## config.mk

```make
export PLATFORM = sky130hd
export DESIGN_NAME = ppu_reg_port_flat
export DESIGN_NICKNAME = d
export VERILOG_FILES = /design/src/rtl/ppu_reg_port_pkg.sv /design/src/rtl/ppu_reg_port_if.sv /design/src/rtl/ppu_loopy_regs.sv /design/src/rtl/ppu_reg_port.sv /design/src/flat_wrapper.sv
export SDC_FILE = /design/constraint.sdc
export NUM_CORES = 1
export LEC_CHECK = 0
export ABC_AREA = 1
export CORE_ASPECT_RATIO = 0.6
export CORE_MARGIN = 2
export CORE_UTILIZATION = 52
export CTS_BUF_LIST = sky130_fd_sc_hd__clkbuf_16
export DETAILED_ROUTE_END_ITERATION = 8
export GPL_ROUTABILITY_DRIVEN = 0
export PLACE_DENSITY = 0.84
export SLEW_MARGIN = 30
export SYNTH_ARGS = -nofsm -noshare
export SYNTH_HDL_FRONTEND = slang
export SYNTH_SLANG_ARGS = --single-unit
```

## constraint.sdc

```tcl
create_clock -name Clk -period 5.2 [get_ports Clk]
set_clock_uncertainty 0.15 [all_clocks]
set_input_delay 0.52 -clock Clk [delete_from_list [all_inputs] [get_ports Clk]]
set_output_delay 0.52 -clock Clk [all_outputs]
set_load 0.01 [all_outputs]
```

## src/rtl/ppu_reg_port_pkg.sv

```systemverilog
// ppu_pkg: register indices, loopy field slices and the VRAM port state
// encoding shared by the PPU register port files.
package ppu_pkg;

  typedef enum logic [2:0] {
    REG_CTRL    = 3'd0,
    REG_MASK    = 3'd1,
    REG_STATUS  = 3'd2,
    REG_OAMADDR = 3'd3,
    REG_OAMDATA = 3'd4,
    REG_SCROLL  = 3'd5,
    REG_ADDR    = 3'd6,
    REG_DATA    = 3'd7
  } ppu_reg_e;

  typedef enum logic {
    VS_IDLE = 1'b0,
    VS_REQ  = 1'b1
  } vram_st_e;

  // loopy v/t layout: yyy NN YYYYY XXXXX
  localparam int CX_LSB = 0;
  localparam int CX_W   = 5;
  localparam int CY_LSB = 5;
  localparam int CY_W   = 5;
  localparam int NT_LSB = 10;
  localparam int NT_W   = 2;
  localparam int FY_LSB = 12;
  localparam int FY_W   = 3;

  // $2007 auto-increment: across (1) or down (32), wrapping in 15 bits
  function automatic logic [14:0] v_step(input logic [14:0] v, input logic inc32);
    return v + (inc32 ? 15'd32 : 15'd1);
  endfunction

endpackage

```

## src/rtl/ppu_reg_port_if.sv

```systemverilog
// CPU bus window and VRAM request/ack port of the PPU register block.
// slave = the register port, master = CPU/VRAM side driving it.
interface ppu_reg_port_if #(
  parameter int ADDR_W  = 16,
  parameter int VRAM_AW = 14
);
  logic               cpu_en;
  logic [ADDR_W-1:0]  bus_addr;
  logic               bus_rw_n;
  logic [7:0]         bus_din;
  logic [7:0]         bus_out;

  logic               vram_req;
  logic               vram_we;
  logic [VRAM_AW-1:0] vram_addr;
  logic [7:0]         vram_wdata;
  logic [7:0]         vram_rdata;
  logic               vram_ack;

  modport slave (
    input  cpu_en, bus_addr, bus_rw_n, bus_din,
    output bus_out,
    output vram_req, vram_we, vram_addr, vram_wdata,
    input  vram_rdata, vram_ack
  );

  modport master (
    output cpu_en, bus_addr, bus_rw_n, bus_din,
    input  bus_out,
    input  vram_req, vram_we, vram_addr, vram_wdata,
    output vram_rdata, vram_ack
  );
endinterface

```

## src/rtl/ppu_loopy_regs.sv

```systemverilog
// Loopy scroll registers: t, v, fine_x and the shared write toggle w.
// The CPU paths ($2000/$2002/$2005/$2006/$2007 increment) take priority
// over the renderer's v overwrite.
module ppu_loopy_regs
  import ppu_pkg::*;
(
  input  logic        Clk,
  input  logic        Res_n,
  input  logic        wr_ctrl,
  input  logic        rd_status,
  input  logic        wr_scroll,
  input  logic        wr_addr,
  input  logic        v_inc,
  input  logic        inc32,
  input  logic [7:0]  din,
  input  logic        rend_v_we,
  input  logic [14:0] rend_v,
  output logic [14:0] t,
  output logic [14:0] v,
  output logic [2:0]  fine_x
);

  logic        w;
  logic [14:0] t_d;

  // next t from whichever CPU write hits this cycle
  always_comb begin
    t_d = t;
    if (wr_ctrl) begin
      t_d[NT_LSB +: NT_W] = din[1:0];
    end else if (wr_scroll) begin
      if (!w) begin
        t_d[CX_LSB +: CX_W] = din[7:3];
      end else begin
        t_d[FY_LSB +: FY_W] = din[2:0];
        t_d[CY_LSB +: CY_W] = din[7:3];
      end
    end else if (wr_addr) begin
      if (!w) begin
        t_d[13:8] = din[5:0];
        t_d[14]   = 1'b0;
      end else begin
        t_d[7:0]  = din;
      end
    end
  end

  // t / fine_x / w state
  always_ff @(posedge Clk or negedge Res_n) begin
    if (!Res_n) begin
      t      <= '0;
      fine_x <= '0;
      w      <= 1'b0;
    end else begin
      t <= t_d;
      if (wr_scroll && !w) fine_x <= din[2:0];
      if (rd_status)                w <= 1'b0;
      else if (wr_scroll || wr_addr) w <= ~w;
    end
  end

  // v: second $2006 write copies t, then $2007 step, then renderer
  always_ff @(posedge Clk or negedge Res_n) begin
    if (!Res_n)            v <= '0;
    else if (wr_addr && w) v <= t_d;
    else if (v_inc)        v <= v_step(v, inc32);
    else if (rend_v_we)    v <= rend_v;
  end

endmodule

```

## src/rtl/ppu_reg_port.sv

```systemverilog
// PPU register window $2000-$3FFF (8-byte mirror): PPUCTRL/MASK/STATUS,
// PPUDATA read buffer, NMI generation and a single-outstanding VRAM port.
// Optional OAM port ($2003/$2004) enabled by defining PPU_OAM_PORT_EN.
module ppu_reg_port
  import ppu_pkg::*;
#(
  parameter int ADDR_W  = 16,
  parameter int VRAM_AW = 14
)(
  input  logic        Clk,
  input  logic        Res_n,
  ppu_reg_port_if.slave bus,
  output logic        nmi_n,
  output logic [7:0]  ctrl,
  output logic [7:0]  mask,
  output logic [14:0] t_addr,
  output logic [14:0] v_addr,
  output logic [2:0]  fine_x,
  input  logic        rend_v_we,
  input  logic [14:0] rend_v,
  input  logic        vblank_set,
  input  logic        vblank_clr,
  input  logic        spr0_set,
  input  logic        ovf_set,
  output logic        err_ovr
`ifdef PPU_OAM_PORT_EN
  ,
  output logic [7:0]  oam_addr,
  output logic        oam_we,
  output logic [7:0]  oam_wdata,
  input  logic [7:0]  oam_rdata
`endif
);

  logic [ADDR_W-1:0] addr;
  logic              unused_addr;
  logic              cs, cs_wr, cs_rd;
  ppu_reg_e          reg_idx;

  assign addr        = bus.bus_addr;
  assign unused_addr = ^addr;
  assign cs          = bus.cpu_en & (addr[15:13] == 3'b001);
  assign cs_wr       = cs & ~bus.bus_rw_n;
  assign cs_rd       = cs &  bus.bus_rw_n;
  assign reg_idx     = ppu_reg_e'(addr[2:0]);

  logic [7:0] io_latch, rd_buf, rd_val;
  logic       vbl, spr0, ovf;
  logic       rd_status;

  assign rd_status = cs_rd & (reg_idx == REG_STATUS);

  // open-bus latch and write-only registers
  always_ff @(posedge Clk or negedge Res_n) begin
    if (!Res_n) begin
      io_latch <= '0;
      ctrl     <= '0;
      mask     <= '0;
    end else if (cs_wr) begin
      io_latch <= bus.bus_din;
      if (reg_idx == REG_CTRL) ctrl <= bus.bus_din;
      if (reg_idx == REG_MASK) mask <= bus.bus_din;
    end
  end

  // status flags; a $2002 read racing vblank_set suppresses vbl for the frame
  always_ff @(posedge Clk or negedge Res_n) begin
    if (!Res_n) begin
      vbl  <= 1'b0;
      spr0 <= 1'b0;
      ovf  <= 1'b0;
    end else if (vblank_clr) begin
      vbl  <= 1'b0;
      spr0 <= 1'b0;
      ovf  <= 1'b0;
    end else begin
      if (rd_status)       vbl <= 1'b0;
      else if (vblank_set) vbl <= 1'b1;
      if (spr0_set) spr0 <= 1'b1;
      if (ovf_set)  ovf  <= 1'b1;
    end
  end

  // NMI is a registered copy of vbl & enable
  always_ff @(posedge Clk or negedge Res_n) begin
    if (!Res_n) nmi_n <= 1'b1;
    else        nmi_n <= ~(vbl & ctrl[7]);
  end

  // VRAM port FSM
  vram_st_e st_q, st_d;
  logic     data_acc, data_go, data_drop;

  assign data_acc = cs & (reg_idx == REG_DATA);

  // state register
  always_ff @(posedge Clk or negedge Res_n) begin
    if (!Res_n) st_q <= VS_IDLE;
    else        st_q <= st_d;
  end

  // next state; a $2007 access during REQ is dropped
  always_comb begin
    st_d         = st_q;
    bus.vram_req = 1'b0;
    data_go      = 1'b0;
    data_drop    = 1'b0;
    case (st_q)
      VS_IDLE: begin
        if (data_acc) begin
          data_go = 1'b1;
          st_d    = VS_REQ;
        end
      end
      VS_REQ: begin
        bus.vram_req = 1'b1;
        data_drop    = data_acc;
        if (bus.vram_ack) st_d = VS_IDLE;
      end
      default: st_d = VS_IDLE;
    endcase
  end

  // request fields captured at issue so they hold through REQ
  always_ff @(posedge Clk or negedge Res_n) begin
    if (!Res_n) begin
      bus.vram_we    <= 1'b0;
      bus.vram_addr  <= '0;
      bus.vram_wdata <= '0;
    end else if (data_go) begin
      bus.vram_we   <= ~bus.bus_rw_n;
      bus.vram_addr <= VRAM_AW'(v_addr[13:0]);
      if (!bus.bus_rw_n) bus.vram_wdata <= bus.bus_din;
    end
  end

  // PPUDATA read buffer and sticky overrun flag
  always_ff @(posedge Clk or negedge Res_n) begin
    if (!Res_n) begin
      rd_buf  <= '0;
      err_ovr <= 1'b0;
    end else begin
      if (st_q == VS_REQ && bus.vram_ack && !bus.vram_we) rd_buf <= bus.vram_rdata;
      if (data_drop) err_ovr <= 1'b1;
    end
  end

  // read data mux
  always_comb begin
    rd_val = io_latch;
    case (reg_idx)
      REG_STATUS:  rd_val = {vbl & ~vblank_set, spr0, ovf, io_latch[4:0]};
      REG_DATA:    rd_val = rd_buf;
`ifdef PPU_OAM_PORT_EN
      REG_OAMDATA: rd_val = oam_rdata;
`endif
      default:     rd_val = io_latch;
    endcase
  end

  // registered read data, held until the next cs read
  always_ff @(posedge Clk or negedge Res_n) begin
    if (!Res_n)     bus.bus_out <= '0;
    else if (cs_rd) bus.bus_out <= rd_val;
  end

`ifdef PPU_OAM_PORT_EN
  // OAM write pulse; the address steps the cycle after the pulse so the
  // write lands at the pre-increment address
  always_ff @(posedge Clk or negedge Res_n) begin
    if (!Res_n) begin
      oam_addr  <= '0;
      oam_we    <= 1'b0;
      oam_wdata <= '0;
    end else begin
      oam_we <= cs_wr & (reg_idx == REG_OAMDATA);
      if (cs_wr && reg_idx == REG_OAMDATA) oam_wdata <= bus.bus_din;
      if (cs_wr && reg_idx == REG_OAMADDR) oam_addr <= bus.bus_din;
      else if (oam_we)                     oam_addr <= oam_addr + 8'd1;
    end
  end
`endif

  ppu_loopy_regs u_loopy (
    .Clk       (Clk),
    .Res_n     (Res_n),
    .wr_ctrl   (cs_wr & (reg_idx == REG_CTRL)),
    .rd_status (rd_status),
    .wr_scroll (cs_wr & (reg_idx == REG_SCROLL)),
    .wr_addr   (cs_wr & (reg_idx == REG_ADDR)),
    .v_inc     (data_go),
    .inc32     (ctrl[2]),
    .din       (bus.bus_din),
    .rend_v_we (rend_v_we),
    .rend_v    (rend_v),
    .t         (t_addr),
    .v         (v_addr),
    .fine_x    (fine_x)
  );

endmodule

```

## src/flat_wrapper.sv

```systemverilog
// flat-port wrapper written by rule: the top's interface ports become plain ports
module ppu_reg_port_flat import ppu_pkg::*;
#(
  parameter int ADDR_W  = 16,
  parameter int VRAM_AW = 14
)
  (Clk, Res_n, nmi_n, ctrl, mask, t_addr, v_addr, fine_x, rend_v_we, rend_v, vblank_set, vblank_clr, spr0_set, ovf_set, err_ovr, bus_cpu_en, bus_bus_addr, bus_bus_rw_n, bus_bus_din, bus_bus_out, bus_vram_req, bus_vram_we, bus_vram_addr, bus_vram_wdata, bus_vram_rdata, bus_vram_ack);
  ppu_reg_port_if #(.ADDR_W(ADDR_W), .VRAM_AW(VRAM_AW)) bus_i ();
  input  logic Clk;
  input  logic Res_n;
  output logic nmi_n;
  output logic [7:0] ctrl;
  output logic [7:0] mask;
  output logic [14:0] t_addr;
  output logic [14:0] v_addr;
  output logic [2:0] fine_x;
  input  logic rend_v_we;
  input  logic [14:0] rend_v;
  input  logic vblank_set;
  input  logic vblank_clr;
  input  logic spr0_set;
  input  logic ovf_set;
  output logic err_ovr;
  input wire logic [$bits(bus_i.cpu_en)-1:0] bus_cpu_en;
  input wire logic [$bits(bus_i.bus_addr)-1:0] bus_bus_addr;
  input wire logic [$bits(bus_i.bus_rw_n)-1:0] bus_bus_rw_n;
  input wire logic [$bits(bus_i.bus_din)-1:0] bus_bus_din;
  output wire logic [$bits(bus_i.bus_out)-1:0] bus_bus_out;
  output wire logic [$bits(bus_i.vram_req)-1:0] bus_vram_req;
  output wire logic [$bits(bus_i.vram_we)-1:0] bus_vram_we;
  output wire logic [$bits(bus_i.vram_addr)-1:0] bus_vram_addr;
  output wire logic [$bits(bus_i.vram_wdata)-1:0] bus_vram_wdata;
  input wire logic [$bits(bus_i.vram_rdata)-1:0] bus_vram_rdata;
  input wire logic [$bits(bus_i.vram_ack)-1:0] bus_vram_ack;
  assign bus_i.cpu_en = bus_cpu_en;
  assign bus_i.bus_addr = bus_bus_addr;
  assign bus_i.bus_rw_n = bus_bus_rw_n;
  assign bus_i.bus_din = bus_bus_din;
  assign bus_bus_out = bus_i.bus_out;
  assign bus_vram_req = bus_i.vram_req;
  assign bus_vram_we = bus_i.vram_we;
  assign bus_vram_addr = bus_i.vram_addr;
  assign bus_vram_wdata = bus_i.vram_wdata;
  assign bus_i.vram_rdata = bus_vram_rdata;
  assign bus_i.vram_ack = bus_vram_ack;
  ppu_reg_port #(.ADDR_W(ADDR_W), .VRAM_AW(VRAM_AW)) u_core (.Clk(Clk), .Res_n(Res_n), .bus(bus_i), .nmi_n(nmi_n), .ctrl(ctrl), .mask(mask), .t_addr(t_addr), .v_addr(v_addr), .fine_x(fine_x), .rend_v_we(rend_v_we), .rend_v(rend_v), .vblank_set(vblank_set), .vblank_clr(vblank_clr), .spr0_set(spr0_set), .ovf_set(ovf_set), .err_ovr(err_ovr));
endmodule
```

==> results of run 1 <==
[Yosys cell counts, types with 2 or more instances]
library cell	n
dfrtp_1	102
nand2_1	225
inv_2	2
nand3_2	5
nor2_1	49
nand4_1	2
mux2_2	8
o21ai_0	76
a31oi_1	2
ha_1	3
o21a_1	2
nand2_4	2
clkinv_2	2
clkbuf_1	10
a21oi_1	8
nor2_2	2
nor2_4	3
buf_2	9
xor2_1	2
buf_4	2
o211ai_1	5
inv_1	58
nand3_1	51
nand2_2	3
nor3_1	5
[final timing paths]
kind / slack, ps / cells past startpoint / endpoint / from
setup reg to reg: 2660 / 11 / u_core.u_loopy.v[10] / u_core.ctrl[2]
hold reg to reg: 290 / 1 / u_core.nmi_n / u_core.vbl
min in group Clk: 290 / 1 / u_core.nmi_n / u_core.vbl
max in group asynchronous: 3740 / 2 / u_core.nmi_n / Res_n
setup / recovery: 2430 / 10 / u_core.u_loopy.v[10] / bus_bus_addr[2]
hold / removal: 110 / 1 / u_core.bus.vram_wdata[0] / Res_n
[cell type report]
cell class              count  area [sq um]  share of cell area [%]
flip-flops and latches    103          2580                    38.1
multi-input cells         464          2180                    32.3
repair buffers            131          1300                    19.3
inverters                  63           239                    3.53
clock buffers               9           225                    3.33
well taps                 130           163                    2.40
clock inverters             7          73.8                    1.09
[routing by layer]
metal	global-route usage, %	wire length (um)	vias up
met3	8.49	1840	20
met2	46.0	6730	292
met4	6.85	138	0
li1	-	-	2325
met1	42.4	6600	2428
met5	0	0	-
[cells by family after synthesis]
kind of cell | synth area share (%)
and+or+nand+nor | 29.1
DFF | 50.4
AOI/OAI and AO/OA | 10.5
buffers and inverters | 6.97
muxes | 1.76
xor gates and xnor gates | 0.514
adders and majority gates | 0.734
[sequential cells by signal, summed over array words and instances, names as in the netlist, 3 cells and up]
signal                 flops
u_core.bus.vram_wdata      8
u_core.u_loopy.t          15
u_core.bus.vram_addr      14
u_core.u_loopy.v          15
u_core.u_loopy.fine_x      3
u_core.rd_buf              8
u_core.io_latch            8
u_core.ctrl                8
u_core.mask                8
u_core.bus.bus_out         8
[through the flow]
| step | total power [W] | cell area (sq um) | cells | hold slack (ps) | setup slack, ps |
|---|---|---|---|---|---|
| after floorplan | 0.00117 | 5120 | 653 | 74.4 | 3390 |
| after global placement | 0.00141 | 6470 | 891 | 262 | 2270 |
| after detailed placement | 0.00143 | 6470 | 891 | 272 | 2150 |
| after CTS | 0.00209 | 6770 | 907 | 145 | 2470 |
| after global routing | 0.00218 | 6770 | 907 | 184 | 2280 |
| final | 0.00209 | 6770 | 907 | 113 | 2430 |
[power groups by stage]
stage / clock (W) / sequential [W] / combinational (W)
4_1_cts: 0.000673 / 0.000975 / 0.000445
3_5_place_dp: 0 / 0.000989 / 0.000440
6_report: 0.000667 / 0.000977 / 0.000445
2_1_floorplan: 0 / 0.000994 / 0.000173
5_1_grt: 0.000705 / 0.000988 / 0.000488
3_3_place_gp: 0 / 0.000984 / 0.000426
==> summary.txt, run 1 <==
Status
  – Outcome: finished clean

Route
  – Via/cell ratio: 5.58
  – WL/cell: 16.9 um
  – First-pass iteration count of the detailed router: 5
  – Total vias in the final route: 5065
  – Iter 0 DRT Violations: 691
  – Routed Antenna Nets: 0
  – Post-route DRC: 0
  – Wirelength, routed: 15300 um

CTS
  – # Post-CTS Setup Buffers: 0
  – Clock root buffer: clkbuf_16
  – Clock Latency Late Sink: 360 ps
  – Hold_buf cts: 0
  – Clock transition at the registers of the reported paths: 80 ps
  – CTS tree: built
  – Post_cts resized: 0
  – CTS Buf Count: 9
  – # H-tree levels: 3
  – Clock Sinks: 103
  – CTS Buffer Depth: 2

Pwr
  – Total net switching power: 0.000635 W
  – Internal power: 0.00145 W
  – Static leakage: 3.29 nW
  – Peak VDD IR: 0.000189 V
  – Pwr Density: 309 mW/mm^2
  – Gate power share: 21.3%
  – Clk pwr share: 31.9%
  – Sequential share of power: 46.8%
  – Switching share of total power: 30.4%

Yosys
  – Cell variety after synth: 40
  – Number of synthesized flops with an enable pin: 0
  – Mapped Area: 0.00512 sq mm
  – Flops & latches, synth: 103
  – Post-synthesis net count: 713
  – Post-synth top area share: 49.9%
  – Seq/Total Area, Yosys: 50.4%
  – Area leader, netlist: dfrtp_1
  – Syn_area_per_cell: 7.84 sq um
  – Synth Warn #: 0
  – FFs w/ async S/R, synth: 100%
  – Dominant synthesized flop cell: dfrtp_1
  – Cell count after synthesis: 653
  – Area contributors post-synth: dfrtp_1 50%, nand2_1 17%, o21ai_0 7.4%, nand3_1 5.0%, inv_1 4.3%

Global route
  – GRT Total Usage: 29.9%
  – Initial antenna violation count: 0
  – Global-route wire length before repair: 24700 um
  – Pin count of the biggest net entering global routing: 68
  – Vias in the first global route: 4755
  – Grt ovf: 0

STA
  – Slew Viols, Final: 0
  – Final setup vio count: 0
  – Actual slew at the worst max-slew pin: 856 ps
  – TNS Setup: 0 ps
  – Maximum clock rate: 0.361 GHz
  – Final Hold Fails: 0
  – Period utilization: 53.3%
  – RSZ-0062 raised after global routing: false
  – Min Tclk post-route: 2770 ps
  – Slew HR: 42.9%

Floorplanning
  – # IOs: 140
  – Die Ht: 80.8 um
  – Initial Utilization: 54.7%
  – Die area: 0.0107 sq mm
  – CORE AREA: 0.00936 sq mm
  – Row Count: 27
  – Die width: 132 um

Layout
  – Nets: 832
  – Area Growth Syn to Fin: 32.2%
  – Share of cells above drive strength 1: 6.44%
  – Commonest non-fill, non-tap cells in the layout: 225 x nand2_1, 128 x clkdlybuf4s50_1, 102 x dfrtp_1
  – Antenna diodes: 0
  – Fillers: 700
  – Commonest non-fill, non-tap cell in the layout: nand2_1
  – Utilization after layout: 72.3%

Setup path
  – CP delay by family, top: simple AND/OR/NAND/NOR gates
  – Crit-path cells: clkdlybuf4s50_1 > nand2_2 > nor2_2 > nand3_2 > buf_4 > nand3_2 > inv_2 > nand2_1 > nand2_1 > nor2_1
  – Critical path's slowest cell: clkdlybuf4s50_1
  – Largest stage delay, worst path: 560 ps
  – Crit Path Category: in2reg
  – Worst Setup End Kind: register
  – CP max FO: 49
  – WP data arrival: 2900 ps
  – Worst EP required: 5320 ps
  – Crit start category: input pin
  – WP buf/inv: 3

Run
  – Maxcap violations: 0

Place
  – Port Buffers: 129
  – Post-DP HPWL: 11300 um

Min path
  – Worst Hold Class: in2async
(Power assumes the default switching activity.)
==> inputs of run 2 (changes only) <==
- CORE_UTILIZATION: 52 -> 44
- PLACE_DENSITY: 0.84 -> 0.76
- clock period: 5.2 -> 2.5 ns (I/O delays scaled with it)
==> summary.txt, run 2 (synthesis results as in run 1) <==
CTS
  – CTS Buf Count: 9
  – Clock root buffer: clkbuf_16
  – Clock Latency Late Sink: 350 ps
  – # H-tree levels: 3
  – CTS Buffer Depth: 2
  – Clock Sinks: 103
  – Clock transition at the registers of the reported paths: 80 ps
  – Post_cts resized: 0
  – # Post-CTS Setup Buffers: 0
  – Hold_buf cts: 1
  – CTS tree: built

Global route
  – GRT Total Usage: 26.1%
  – Grt ovf: 0
  – Initial antenna violation count: 0
  – Global-route wire length before repair: 25100 um
  – Vias in the first global route: 4819
  – Pin count of the biggest net entering global routing: 49

Setup path
  – Crit Path Category: reg2reg
  – CP max FO: 4
  – Crit start category: register
  – WP data arrival: 2440 ps
  – Worst Setup End Kind: register
  – Worst EP required: 2590 ps

Floorplanning
  – Row Count: 30
  – # IOs: 140
  – Initial Utilization: 45.1%
  – Die Ht: 87.5 um
  – CORE AREA: 0.0113 sq mm
  – Die area: 0.0125 sq mm
  – Die width: 143 um

Place
  – Port Buffers: 129
  – Post-DP HPWL: 11600 um
  – Pre-CTS setup slack: 173 ps

Layout
  – Commonest non-fill, non-tap cells in the layout: 225 x nand2_1, 128 x clkdlybuf4s50_1, 102 x dfrtp_1
  – Share of cells above drive strength 1: 7.37%
  – Area Growth Syn to Fin: 34.3%
  – Top flop regs: u_core.u_loopy.t x15, u_core.u_loopy.v x15, u_core.bus.vram_addr x14
  – Antenna diodes: 0
  – Nets: 842
  – Fillers: 1006
  – Commonest non-fill, non-tap cell in the layout: nand2_1
  – Utilization after layout: 60.6%

STA
  – TNS Setup: 0 ps
  – Slew Viols, Final: 0
  – Final setup margin: 152 ps
  – Maximum clock rate: 0.426 GHz
  – Actual slew at the worst max-slew pin: 641 ps
  – RSZ-0062 raised after global routing: false
  – Hold WS: 277 ps
  – Slew HR: 57.3%
  – Period utilization: 93.9%
  – Final setup vio count: 0
  – Min Tclk post-route: 2350 ps
  – Final Hold Fails: 0

Pwr
  – Peak VDD IR: 0.000327 V
  – Pwr Density: 629 mW/mm^2
  – Total power: 0.00433 W
  – Static leakage: 3.34 nW

Min path
  – Worst Hold Class: reg2reg

Status
  – Outcome: finished clean

Run
  – Maxcap violations: 0

Route
  – Iter 0 DRT Violations: 404
  – Wirelength, routed: 15500 um
  – WL/cell: 16.3 um
  – First-pass iteration count of the detailed router: 5
  – Post-route DRC: 0
  – Via/cell ratio: 5.28
  – Routed Antenna Nets: 0
  – Total vias in the final route: 4998
run 2: final timing paths:
kind / from / to / slack, ps / cells past startpoint
max in group asynchronous: Res_n / u_core.u_loopy.t[0] / 1140 / 3
max reg2reg: u_core.ctrl[2] / u_core.u_loopy.v[10] / 150 / 12
max: u_core.ctrl[2] / u_core.u_loopy.v[10] / 150 / 12
min in group asynchronous: Res_n / u_core.mask[4] / 300 / 2
min reg2reg: u_core.vbl / u_core.nmi_n / 280 / 1
min: u_core.vbl / u_core.nmi_n / 280 / 1
run 2: stage by stage:
| stage | instances | cell area (sq um) |
|---|---|---|
| floorplan | 653 | 5120 |
| global placement | 930 | 6580 |
| detailed placement | 930 | 6580 |
| CTS | 947 | 6870 |
| global route | 947 | 6870 |
| finish | 947 | 6870 |
run 2: critical path: stages (launching register included):
cell     delay (ps)
dfrtp_1         380
inv_1            50
ha_1            260
ha_1            220
inv_1            50
nor2_1          280
nand2_1          80
o21ai_0         240
nand2_1         130
nand3_1         130
nand3_1         130
nand2_1          90
nor2_1           40
run 2: final cells by class:
cell class | instances | area [sq um] | area share (%)
sequential | 103 | 2580 | 37.5
multi-input combinational | 464 | 2180 | 31.7
timing repair buffer | 141 | 1390 | 20.3
inverter | 63 | 239 | 3.48
clock buffer | 9 | 225 | 3.28
tap | 160 | 200 | 2.91
clock inverter | 7 | 55.1 | 0.801
run 2: report_power, final:
part / internal, W / leakage [nW] / switching [W] / total (W)
sequential: 0.00186 / 1.34 / 0.000158 / 0.00201
clock: 0.000689 / 0.140 / 0.000666 / 0.00135
combinational: 0.000476 / 1.86 / 0.000482 / 0.000958
total: 0.00302 / 3.34 / 0.00131 / 0.00433
run 2: layer usage:
metal | GRT usage, % | routed length, um
met5 | 0 | 0
met3 | 5.63 | 1310
met4 | 5.44 | 156
met2 | 39.3 | 6730
met1 | 39.1 | 7290
